==> config.mk <==
export PLATFORM = sky130hd
export DESIGN_NAME = lsu_split_access_flat
export DESIGN_NICKNAME = d
export VERILOG_FILES = /design/src/rtl/lsu_split_access_pkg.sv /design/src/rtl/lsu_split_access_if.sv /design/src/rtl/lsu_split_access_lane_align.sv /design/src/rtl/lsu_split_access.sv /design/src/flat_wrapper.sv
export SDC_FILE = /design/constraint.sdc
export NUM_CORES = 1
export LEC_CHECK = 0
export ABC_CLOCK_PERIOD_IN_PS = 4300
export CAP_MARGIN = 15
export CORE_ASPECT_RATIO = 0.6
export CORE_MARGIN = 8
export CORE_UTILIZATION = 45
export DETAILED_ROUTE_END_ITERATION = 8
export MAX_ROUTING_LAYER = met4
export PLACE_DENSITY_LB_ADDON = 0.3
export SLEW_MARGIN = 15
export SYNTH_ARGS = -nofsm -noshare
export SYNTH_HDL_FRONTEND = slang
export SYNTH_SLANG_ARGS = --single-unit
==> constraint.sdc <==
create_clock -name clk -period 4.3 [get_ports clk]
set_clock_uncertainty 0.05 [all_clocks]
set_input_delay 0.86 -clock clk [delete_from_list [all_inputs] [get_ports clk]]
set_output_delay 0.86 -clock clk [all_outputs]
set_load 0.01 [all_outputs]
==> src/rtl/lsu_split_access_pkg.sv <==
// Shared types and helpers for the split-access load/store unit.
package lsu_split_access_pkg;

  typedef enum logic [2:0] {
    ST_IDLE   = 3'd0,
    ST_ISSUE0 = 3'd1,
    ST_WAIT0  = 3'd2,
    ST_ISSUE1 = 3'd3,
    ST_WAIT1  = 3'd4,
    ST_RESP   = 3'd5
  } state_e;

  typedef enum logic [1:0] {
    LEN_B = 2'd0,
    LEN_H = 2'd1,
    LEN_W = 2'd2,
    LEN_D = 2'd3
  } len_e;

  // True when an access of 2^len bytes starting at byte offset off runs past an nb-byte lane.
  function automatic logic crosses(input logic [3:0] off, input len_e len, input int nb);
    return (int'(off) + (1 << len)) > nb;
  endfunction

  // Truncate to the access size, then sign- or zero-extend back to 64 bits.
  function automatic logic [63:0] extend_load(input logic [63:0] d, input len_e len,
                                              input logic sgn);
    logic [63:0] r;
    r = d;
    case (len)
      LEN_B:   r = {{56{sgn & d[7]}}, d[7:0]};
      LEN_H:   r = {{48{sgn & d[15]}}, d[15:0]};
      LEN_W:   r = {{32{sgn & d[31]}}, d[31:0]};
      default: r = d;
    endcase
    return r;
  endfunction

endpackage

==> src/rtl/lsu_split_access_if.sv <==
// Request/response and memory-bus signals of the load/store unit.
interface lsu_split_access_if #(
  parameter int DATA_W = 32,
  parameter int ADDR_W = 32
);
  logic                  req_valid;
  logic                  req_write;
  logic [1:0]            req_len;
  logic                  req_sign;
  logic [ADDR_W-1:0]     req_addr;
  logic [DATA_W-1:0]     req_wdata;
  logic                  busy;
  logic                  rsp_valid;
  logic [DATA_W-1:0]     rsp_rdata;
  logic                  rsp_err;
  logic                  rsp_misaligned;
  logic                  bus_req;
  logic                  bus_we;
  logic [ADDR_W-1:0]     bus_addr;
  logic [DATA_W-1:0]     bus_wdata;
  logic [DATA_W/8-1:0]   bus_wmask;
  logic                  bus_gnt;
  logic                  bus_rvalid;
  logic [DATA_W-1:0]     bus_rdata;
  logic                  bus_err;

  // The LSU itself: takes requests from EX and masters the memory bus.
  modport slave (
    input  req_valid, req_write, req_len, req_sign, req_addr, req_wdata,
    output busy, rsp_valid, rsp_rdata, rsp_err, rsp_misaligned,
    output bus_req, bus_we, bus_addr, bus_wdata, bus_wmask,
    input  bus_gnt, bus_rvalid, bus_rdata, bus_err
  );

  // The environment: pipeline request side plus memory responder.
  modport master (
    output req_valid, req_write, req_len, req_sign, req_addr, req_wdata,
    input  busy, rsp_valid, rsp_rdata, rsp_err, rsp_misaligned,
    input  bus_req, bus_we, bus_addr, bus_wdata, bus_wmask,
    output bus_gnt, bus_rvalid, bus_rdata, bus_err
  );
endinterface

==> src/rtl/lsu_split_access_lane_align.sv <==
// Combinational lane alignment: byte masks and write data for both beats, load merge and extension.
module lsu_lane_align
  import lsu_split_access_pkg::*;
#(
  parameter int DATA_W = 32
) (
  input  logic [$clog2(DATA_W/8)-1:0] off,
  input  len_e                        len,
  input  logic                        sign,
  input  logic [DATA_W-1:0]           wdata,
  input  logic [DATA_W-1:0]           rdata0,
  input  logic [DATA_W-1:0]           rdata1,
  output logic [DATA_W/8-1:0]         mask0,
  output logic [DATA_W/8-1:0]         mask1,
  output logic [DATA_W-1:0]           wdata0,
  output logic [DATA_W-1:0]           wdata1,
  output logic [DATA_W-1:0]           rdata_ext
);
  localparam int NB = DATA_W / 8;

  logic [2*NB-1:0]     size_m;
  logic [2*NB-1:0]     lane_m;
  logic [2*DATA_W-1:0] wd_sh;

  // Shift the access across a double-width window; the upper half is what spills into beat 1.
  always_comb begin
    size_m    = ((2*NB)'(1) << (32'd1 << len)) - (2*NB)'(1);
    lane_m    = size_m << off;
    wd_sh     = {{DATA_W{1'b0}}, wdata} << {off, 3'b000};
    rdata_ext = DATA_W'(extend_load(64'(DATA_W'({rdata1, rdata0} >> {off, 3'b000})), len, sign));
  end

  assign mask0  = lane_m[NB-1:0];
  assign mask1  = lane_m[2*NB-1:NB];
  assign wdata0 = wd_sh[DATA_W-1:0];
  assign wdata1 = wd_sh[2*DATA_W-1:DATA_W];

endmodule

==> src/rtl/lsu_split_access.sv <==
// Load/store unit that splits lane-crossing accesses into two bus beats (or traps them).
module lsu_split_access
  import lsu_split_access_pkg::*;
#(
  parameter int DATA_W   = 32,
  parameter int ADDR_W   = 32,
  parameter int SPLIT_EN = 1,
  parameter int TIMEOUT  = 255
) (
  input  logic              clk,
  input  logic              reset,
  lsu_split_access_if.slave io
);
  localparam int NB    = DATA_W / 8;
  localparam int OFF_W = $clog2(NB);
  localparam int CNT_W = (TIMEOUT < 2) ? 1 : $clog2(TIMEOUT + 1);

  state_e            state_q, state_d;
  logic [CNT_W-1:0]  cnt_q, cnt_d;
  logic              write_q, write_d;
  len_e              len_q, len_d;
  logic              sign_q, sign_d;
  logic [ADDR_W-1:0] addr_q, addr_d;
  logic [DATA_W-1:0] wdata_q, wdata_d;
  logic [DATA_W-1:0] rdata0_q, rdata0_d;
  logic [DATA_W-1:0] rdata1_q, rdata1_d;
  logic              err_q, err_d;
  logic              mis_q, mis_d;

  logic [NB-1:0]     mask0, mask1;
  logic [DATA_W-1:0] wdata0, wdata1, rdata_ext;
  logic              cross_req, cross_q, issuing, beat1, in_resp, timed_out;

  assign cross_req = crosses(4'(io.req_addr[OFF_W-1:0]), len_e'(io.req_len), NB);
  assign cross_q   = crosses(4'(addr_q[OFF_W-1:0]), len_q, NB);
  assign timed_out = (TIMEOUT != 0) && (({1'b0, cnt_q} + 1'b1) == (CNT_W+1)'(TIMEOUT));

  lsu_lane_align #(.DATA_W(DATA_W)) u_align (
    .off       (addr_q[OFF_W-1:0]),
    .len       (len_q),
    .sign      (sign_q),
    .wdata     (wdata_q),
    .rdata0    (rdata0_q),
    .rdata1    (rdata1_q),
    .mask0     (mask0),
    .mask1     (mask1),
    .wdata0    (wdata0),
    .wdata1    (wdata1),
    .rdata_ext (rdata_ext)
  );

  // State, wait counter and the registered request; reset abandons any transaction in flight.
  always_ff @(posedge clk or posedge reset) begin
    if (reset) begin
      state_q  <= ST_IDLE;
      cnt_q    <= '0;
      write_q  <= 1'b0;
      len_q    <= LEN_B;
      sign_q   <= 1'b0;
      addr_q   <= '0;
      wdata_q  <= '0;
      rdata0_q <= '0;
      rdata1_q <= '0;
      err_q    <= 1'b0;
      mis_q    <= 1'b0;
    end else begin
      state_q  <= state_d;
      cnt_q    <= cnt_d;
      write_q  <= write_d;
      len_q    <= len_d;
      sign_q   <= sign_d;
      addr_q   <= addr_d;
      wdata_q  <= wdata_d;
      rdata0_q <= rdata0_d;
      rdata1_q <= rdata1_d;
      err_q    <= err_d;
      mis_q    <= mis_d;
    end
  end

  // Next state: accept or trap in IDLE, issue/wait per beat, then a single RESP cycle.
  always_comb begin
    state_d  = state_q;
    cnt_d    = cnt_q;
    write_d  = write_q;
    len_d    = len_q;
    sign_d   = sign_q;
    addr_d   = addr_q;
    wdata_d  = wdata_q;
    rdata0_d = rdata0_q;
    rdata1_d = rdata1_q;
    err_d    = err_q;
    mis_d    = mis_q;
    case (state_q)
      ST_IDLE: begin
        if (io.req_valid) begin
          write_d  = io.req_write;
          len_d    = len_e'(io.req_len);
          sign_d   = io.req_sign;
          addr_d   = io.req_addr;
          wdata_d  = io.req_wdata;
          rdata0_d = '0;
          rdata1_d = '0;
          err_d    = 1'b0;
          mis_d    = 1'b0;
          cnt_d    = '0;
          if (len_e'(io.req_len) == LEN_D && DATA_W == 32) begin
            err_d   = 1'b1;
            state_d = ST_RESP;
          end else if (cross_req && SPLIT_EN == 0) begin
            mis_d   = 1'b1;
            state_d = ST_RESP;
          end else begin
            state_d = ST_ISSUE0;
          end
        end
      end
      ST_ISSUE0: begin
        if (io.bus_gnt) begin
          cnt_d   = '0;
          state_d = ST_WAIT0;
        end
      end
      ST_WAIT0: begin
        if (io.bus_rvalid) begin
          rdata0_d = io.bus_rdata;
          if (io.bus_err) begin
            err_d   = 1'b1;
            state_d = ST_RESP;
          end else if (cross_q) begin
            state_d = ST_ISSUE1;
          end else begin
            state_d = ST_RESP;
          end
        end else if (timed_out) begin
          err_d   = 1'b1;
          state_d = ST_RESP;
        end else begin
          cnt_d = cnt_q + 1'b1;
        end
      end
      ST_ISSUE1: begin
        if (io.bus_gnt) begin
          cnt_d   = '0;
          state_d = ST_WAIT1;
        end
      end
      ST_WAIT1: begin
        if (io.bus_rvalid) begin
          rdata1_d = io.bus_rdata;
          err_d    = io.bus_err;
          state_d  = ST_RESP;
        end else if (timed_out) begin
          err_d   = 1'b1;
          state_d = ST_RESP;
        end else begin
          cnt_d = cnt_q + 1'b1;
        end
      end
      ST_RESP: state_d = ST_IDLE;
      default: state_d = ST_IDLE;
    endcase
  end

  // Bus outputs are driven only while a beat is being offered, so they sit at zero otherwise.
  assign issuing      = (state_q == ST_ISSUE0) || (state_q == ST_ISSUE1);
  assign beat1        = (state_q == ST_ISSUE1);
  assign in_resp      = (state_q == ST_RESP);
  assign io.bus_req   = issuing;
  assign io.bus_we    = issuing & write_q;
  assign io.bus_addr  = issuing ? ({addr_q[ADDR_W-1:OFF_W], {OFF_W{1'b0}}} +
                                   (beat1 ? ADDR_W'(NB) : '0)) : '0;
  assign io.bus_wmask = issuing ? (beat1 ? mask1 : mask0) : '0;
  assign io.bus_wdata = issuing ? (beat1 ? wdata1 : wdata0) : '0;

  assign io.busy           = (state_q != ST_IDLE) && (state_q != ST_RESP);
  assign io.rsp_valid      = in_resp;
  assign io.rsp_err        = in_resp & err_q;
  assign io.rsp_misaligned = in_resp & mis_q;
  assign io.rsp_rdata      = (in_resp && !write_q && !err_q && !mis_q) ? rdata_ext : '0;

endmodule
==> src/flat_wrapper.sv <==
// flat-port wrapper written by rule: the top's interface ports become plain ports
module lsu_split_access_flat import lsu_split_access_pkg::*;
#(
  parameter int DATA_W   = 32,
  parameter int ADDR_W   = 32,
  parameter int SPLIT_EN = 1,
  parameter int TIMEOUT  = 255
)
  (clk, reset, io_req_valid, io_req_write, io_req_len, io_req_sign, io_req_addr, io_req_wdata, io_busy, io_rsp_valid, io_rsp_rdata, io_rsp_err, io_rsp_misaligned, io_bus_req, io_bus_we, io_bus_addr, io_bus_wdata, io_bus_wmask, io_bus_gnt, io_bus_rvalid, io_bus_rdata, io_bus_err);
  lsu_split_access_if #(.DATA_W(DATA_W), .ADDR_W(ADDR_W)) io_i ();
  input  logic clk;
  input  logic reset;
  input wire logic [$bits(io_i.req_valid)-1:0] io_req_valid;
  input wire logic [$bits(io_i.req_write)-1:0] io_req_write;
  input wire logic [$bits(io_i.req_len)-1:0] io_req_len;
  input wire logic [$bits(io_i.req_sign)-1:0] io_req_sign;
  input wire logic [$bits(io_i.req_addr)-1:0] io_req_addr;
  input wire logic [$bits(io_i.req_wdata)-1:0] io_req_wdata;
  output wire logic [$bits(io_i.busy)-1:0] io_busy;
  output wire logic [$bits(io_i.rsp_valid)-1:0] io_rsp_valid;
  output wire logic [$bits(io_i.rsp_rdata)-1:0] io_rsp_rdata;
  output wire logic [$bits(io_i.rsp_err)-1:0] io_rsp_err;
  output wire logic [$bits(io_i.rsp_misaligned)-1:0] io_rsp_misaligned;
  output wire logic [$bits(io_i.bus_req)-1:0] io_bus_req;
  output wire logic [$bits(io_i.bus_we)-1:0] io_bus_we;
  output wire logic [$bits(io_i.bus_addr)-1:0] io_bus_addr;
  output wire logic [$bits(io_i.bus_wdata)-1:0] io_bus_wdata;
  output wire logic [$bits(io_i.bus_wmask)-1:0] io_bus_wmask;
  input wire logic [$bits(io_i.bus_gnt)-1:0] io_bus_gnt;
  input wire logic [$bits(io_i.bus_rvalid)-1:0] io_bus_rvalid;
  input wire logic [$bits(io_i.bus_rdata)-1:0] io_bus_rdata;
  input wire logic [$bits(io_i.bus_err)-1:0] io_bus_err;
  assign io_i.req_valid = io_req_valid;
  assign io_i.req_write = io_req_write;
  assign io_i.req_len = io_req_len;
  assign io_i.req_sign = io_req_sign;
  assign io_i.req_addr = io_req_addr;
  assign io_i.req_wdata = io_req_wdata;
  assign io_busy = io_i.busy;
  assign io_rsp_valid = io_i.rsp_valid;
  assign io_rsp_rdata = io_i.rsp_rdata;
  assign io_rsp_err = io_i.rsp_err;
  assign io_rsp_misaligned = io_i.rsp_misaligned;
  assign io_bus_req = io_i.bus_req;
  assign io_bus_we = io_i.bus_we;
  assign io_bus_addr = io_i.bus_addr;
  assign io_bus_wdata = io_i.bus_wdata;
  assign io_bus_wmask = io_i.bus_wmask;
  assign io_i.bus_gnt = io_bus_gnt;
  assign io_i.bus_rvalid = io_bus_rvalid;
  assign io_i.bus_rdata = io_bus_rdata;
  assign io_i.bus_err = io_bus_err;
  lsu_split_access #(.DATA_W(DATA_W), .ADDR_W(ADDR_W), .SPLIT_EN(SPLIT_EN), .TIMEOUT(TIMEOUT)) u_core (.clk(clk), .reset(reset), .io(io_i));
endmodule
# ---- Word-level counts from Yosys, hierarchy flattened
# Cells that the tools add are included.
dict set report word_totals {
  out_inout_bits 106
  elab_cells 99
  in_bits 106
  reg_bits 144
}
dict set report classes {
  n_eq_ne 19
  reduce_logical 21
  n_mux 34
  add_sub_neg 5
  shifts 5
  n_lt_le_gt_ge 1
  bitwise_logic 4
}
# op count
set op_table {}
lappend op_table {{32-bit 2-to-1 mux} 6}
lappend op_table {{32-bit case mux with 2 select lines} 2}
lappend op_table {{32-bit case mux with 3 select lines} 1}
lappend op_table {{32-bit by 5-bit left shift with 64-bit output} 1}
lappend op_table {{64-bit by 5-bit >> shifter with 32-bit output} 1}
lappend op_table {{3-bit by 32-bit adder with 32-bit output} 1}
lappend op_table {{32-bit adder} 1}
lappend op_table {{32-bit by 4-bit greater-than comparator with 1-bit output, second input constant} 1}
lappend op_table {{8-bit 2-to-1 mux} 4}
lappend op_table {{1-bit by 2-bit left shift with 32-bit output, first input constant} 1}
lappend op_table {{1-bit by 32-bit left shift with 8-bit output, first input constant} 1}
lappend op_table {{3-bit 2-to-1 mux} 10}
lappend op_table {{8-bit case mux with 3 select lines} 1}
lappend op_table {{3-bit case mux with 5 select lines} 1}
lappend op_table {{2-bit inequality test, second input constant} 7}
lappend op_table {{3-bit AND reduction} 4}
lappend op_table {{8-bit by 1-bit adder with 9-bit output, second input constant} 1}
lappend op_table {{9-bit by 8-bit equality test with 1-bit output, second input constant} 1}
lappend op_table {{3-bit nonzero test} 3}
lappend op_table {{8-bit by 1-bit adder with 8-bit output, second input constant} 1}
lappend op_table {{4-bit 2-to-1 mux} 2}
lappend op_table {{8-bit by 2-bit left shift with 8-bit output} 1}
lappend op_table {{8-bit by 2-bit subtractor with 8-bit output, second input constant} 1}
lappend op_table {{3-bit by 2-bit equality test with 1-bit output, second input constant} 2}
lappend op_table {{other kinds (18)} 34}

# ---- Depth between registers and ports, before layout
dict set report logic_depth {
  ltp_word 7
  ltp_mapped 11
  depth_no_buf 9
}

# ---- Cells and area by module
# From an unflattened synthesis, not the netlist that was laid out.
dict set report unflattened {
  hier_cells 1032
  hier_area_um2 9611.7
}
# module cells_per_inst instances area_per_inst_um2 seq_area_each_um2
set modules_own_cells {}
lappend modules_own_cells {lsu_split_access 783 1 7528.5 3603.5}
lappend modules_own_cells {lsu_lane_align 249 1 2083.2 0.0}

# ---- Least setup slack after synthesis
# No wires, ideal clock.
dict set report synth_path {
  path_kind {reg-to-output}
  startpoint {register u_core.state_q[2]}
  endpoint {output port io_bus_addr[18]}
  arrival_ns 2.245
  stages_incl_launch_ff 12
  t_required_ns 3.390
  slack_ns 1.145
  path_buffers 2
  cell_sequence {dfrtp_1 -> clkbuf_2 -> nand2b_1 -> nor2_1 -> ha_1 -> ha_1 -> and3_1 -> and4_1 -> clkbuf_1 -> nand4_1 -> xor2_1 -> nor2_1}
}
dict set report synth_between {
  elab_chain_len 4
  word_cells_on_any_way 6
  classes_between {1 x add/sub; 2 x eq/ne; 2 x mux; 1 x reduce/logical}
}
# item line
set synth_lines {}
lappend synth_lines {{start, declared} lsu_split_access.sv:18} ;# state_e state_q, state_d;
lappend synth_lines {{start signal, assigned} lsu_split_access.sv:67} ;# state_q <= state_d;
lappend synth_lines {{3-bit by 2-bit equality test with 1-bit output} {lsu_split_access.sv:166, lsu_split_access.sv:167}}
lappend synth_lines {{3-bit 2-to-1 mux} lsu_split_access.sv:172} ;# (beat1 ? ADDR_W'(NB) : '0)) : '0;
lappend synth_lines {{32-bit adder} lsu_split_access.sv:171} ;# assign io.bus_addr = issuing ? ({addr_q[ADDR_W-1:OFF_W], {OFF_W{1'b0}}} +
lappend synth_lines {{32-bit 2-to-1 mux (*)} lsu_split_access.sv:171}
lappend synth_lines {{end, declared} flat_wrapper.sv:26} ;# output wire logic [$bits(io_i.bus_addr)-1:0] io_bus_addr;
# Every way passes the cells marked *; elsewhere a longest branch is shown, timed or not.

# ---- Final worst setup path
dict set report layout_path {
  startpoint {register u_core.state_q[1]}
  endpoint {output port io_rsp_rdata[30]}
}
dict set report layout_between {
  elab_chain_len 4
}
# item line
set layout_lines {}
lappend layout_lines {{3-bit equality test} lsu_split_access.sv:168} ;# assign in_resp = (state_q == ST_RESP);
lappend layout_lines {{1-bit logical AND (2 in a row)} lsu_split_access.sv:180} ;# assign io.rsp_rdata = (in_resp && !write_q && !err_q && !mis_q) ? rdata_ext : '0;
lappend layout_lines {{32-bit 2-to-1 mux} lsu_split_access.sv:180}
lappend layout_lines {{end, declared} flat_wrapper.sv:21} ;# output wire logic [$bits(io_i.rsp_rdata)-1:0] io_rsp_rdata;
# No other way between the ends.

==> impl_metrics.json <==
{
  "coreArea_um2": 18740,
  "ys_async_sr_fraction": 1.000,
  "grt_first_pass_wirelength_mm": 41.97,
  "finalHoldViolCount": 0,
  "cts.path.max_buffers": 2,
  "crit_path_max_incr_delay_ns": 0.58,
  "start_kind": "flop",
  "seq_area_frac_synth": 0.4008,
  "antenna_found_initial": 5,
  "status": "complete, no violations",
  "ys_types": 54,
  "worstSetupPathType": "flop to output port",
  "power.density_nw_per_um2": 685.3,
  "grt_pass1_vias": 7396,
  "worstHoldPathType": "flop to flop",
  "cts_buffers": 17,
  "globalplace.congestion": 0.8783,
  "cts_sinks": 136,
  "nNetsFinal": 1193,
  "postRouteAntennaNets": 0,
  "dieWidth_um": 193.3,
  "drive_gt1_frac": 0.1691,
  "cts_tree": "built",
  "place_ws_ns": 0.6454,
  "worst_pin_slew_ns": 0.7794,
  "period_minus_slack_ns": 3.997,
  "grt_use_met2": 0.3157,
  "switching_share": 0.3981,
  "required_ns": 3.39,
  "chipHeight_um": 122.4,
  "finalSetupTns_ns": 0,
  "ff2ff_path_depth": 9,
  "first_iter_violations": 754,
  "cp-startpoint": "u_core.state_q[1]",
  "drtPass1Iterations": 5,
  "cts-hold-fix-buffers": 0,
  "ios": 212,
  "fin_util": 0.6098,
  "p_leak_nw": 4.469,
  "power_frac_clock": 0.198,
  "r2r_slack_ns": 1.77,
  "syn_inst": 904,
  "insertion_delay_ns": 0.42,
  "ys_ff_latch": 136,
  "remaining_drc_errors": 0,
  "ys_dominant_reg_cell": "dfrtp_1",
  "holdPathEnd": "u_core.rdata1_q[18]",
  "path_max_fanout": 15,
  "grt_max_degree": 137,
  "yosysWarnings": 0,
  "io_buffers": 208,
  "path_clk_slew_ns": 0.06,
  "drt_wl_total_mm": 26.27,
  "finalHoldWorstSlack_ns": 0.4348,
  "grt_use_total": 0.2297,
  "syn_area_um2": 8492,
  "setup_ws_ns": 0.3031,
  "rows": 39,
  "worstHoldStart": "u_core.rdata1_q[18]",
  "hpwl_mm": 18.82,
  "final_max_slew_viol_count": 0,
  "area_delta_synth_final_pct": 34.57,
  "use_met3": 0.07010,
  "finalCritPeriodShare": 0.9295,
  "worstPathCellList": "inv_1 > buf_4 > and3_1 > nand2_1 > or2_2 > a21oi_1 > clkdlybuf4s50_1",
  "grt.overflow.total": 0,
  "r2r-end": "u_core.state_q[1]",
  "synth-edff-count": 0,
  "drv_cap": 0,
  "cts_max_level": 4,
  "p_comb_frac": 0.490,
  "final-setup-viol-count": 0,
  "dieArea_um2": 23670,
  "start_util": 0.4532,
  "rsz0062_at_grt": "no",
  "ir_drop_mv": 0.3349,
  "vias": 7579,
  "top_usage_layer": "met1",
  "r2r-start": "u_core.len_q[0]",
  "gr-usage-met1": 0.3258,
  "final_common_cell": "clkdlybuf4s50_1",
  "power_switching_mw": 3.117,
  "cp-end-kind": "output port",
  "critPathSlowestCell": "clkdlybuf4s50_1",
  "layout_common_cells": "208 x clkdlybuf4s50_1, 148 x nand2_1, 134 x dfrtp_1",
  "max_freq_mhz": 250.2,
  "viasPerCell": 5.631,
  "root_buffer": "clkbuf_16",
  "wl_per_cell_um": 19.51,
  "hold_depth": 2,
  "p_int_mw": 4.713,
  "slew_headroom": 0.4804,
  "syn_area_per_cell_um2": 9.394,
  "worstPathArrival_ns": 3.09,
  "p_seq_frac": 0.313
}
cell usage after synthesis, types with 18 or more instances:
cell type | n | share of area
o21ai_0 | 81 | 0.048
nand2_1 | 148 | 0.065
a21oi_1 | 39 | 0.023
nand3_1 | 20 | 0.012
mux4_2 | 32 | 0.085
clkbuf_1 | 41 | 0.018
dfrtp_1 | 136 | 0.40
mux2_2 | 83 | 0.11
inv_1 | 28 | 0.012
xor2_1 | 21 | 0.022
a22oi_1 | 18 | 0.016
nor2_1 | 79 | 0.035
per-stage QoR:
step | power [mW] | cells | area (um^2)
floorplan | 4.844 | 906 | 8503
global placement | 6.201 | 1308 | 10780
detailed placement | 6.269 | 1308 | 10780
CTS | 7.864 | 1340 | 11400
global route | 8.376 | 1345 | 11420
finish | 7.831 | 1346 | 11430
worst max path at each step:
stage,cells after the start,end,slack [ns]
2_1_floorplan,11,io_bus_addr[18],1.14
3_3_place_gp,10,io_bus_addr[18],0.68
3_5_place_dp,6,io_rsp_rdata[30],0.65
4_1_cts,6,io_rsp_rdata[30],0.17
5_1_grt,10,io_bus_addr[14],0.07
6_report,7,io_rsp_rdata[30],0.30
worst max-delay path: cells and delay by family, from the launching register on:
family | cells | cell delay (ns)
and+or+nand+nor | 3 | 1.25
buffers and inverters | 3 | 0.87
DFF | 1 | 0.37
AOI/OAI and AO/OA | 1 | 0.18
sequential cells by signal, indices dropped and copies added, names as in the netlist:
| name | cells |
|---|---|
| u_core.rdata0_q | 32 |
| u_core.wdata_q | 32 |
| u_core.rdata1_q | 24 |
| u_core.len_q | 2 |
| u_core.sign_q | 1 |
| u_core.addr_q | 32 |
| u_core.cnt_q | 8 |
| u_core.write_q | 1 |
| u_core.err_q | 1 |
| u_core.state_q | 3 |
repair_timing:
item	4_1_cts	5_1_grt
setup endpoints to repair	0	9
setup buffers	0	0
gates resized for setup	0	3
cell type report:
type | instances | area, um^2
fillers | 1599 | 7311
multi-input cells | 668 | 4693
flip-flops and latches | 136 | 3411
repair buffers | 229 | 2265
clock buffers | 20 | 446.7
well taps | 246 | 307.8
clock inverters | 12 | 176.4
inverters | 29 | 112.6
diodes | 6 | 15.01
cell families (layout without fill, tap and decap cells):
kind of cell,count (synthesis),in the layout,share of synthesized area
xor+xnor,31,31,0.03197
compound gates,176,176,0.1224
fa+ha+maj,6,6,0.008840
mux,132,132,0.2150
simple gates,320,320,0.1675
other cells,1,9,0.0004416
flops,136,136,0.4008
buf+inv,102,290,0.05304
power groups by stage:
stage | logic, mW | registers (mW) | clock network [mW]
after floorplan | 2.69 | 2.15 | 0
after global placement | 3.78 | 2.42 | 0
after detailed placement | 3.82 | 2.45 | 0
after CTS | 3.85 | 2.43 | 1.58
after global routing | 4.20 | 2.54 | 1.64
final | 3.83 | 2.45 | 1.55
metal layers:
| metal | part of all wire | up-vias |
|---|---|---|
| met2 | 0.43 | 307 |
| met4 | 0.011 | 0 |
| met1 | 0.47 | 3701 |
| met5 | 0 | - |
| met3 | 0.086 | 19 |
| li1 | - | 3552 |
No activity file was read; power rests on OpenSTA's default activity.
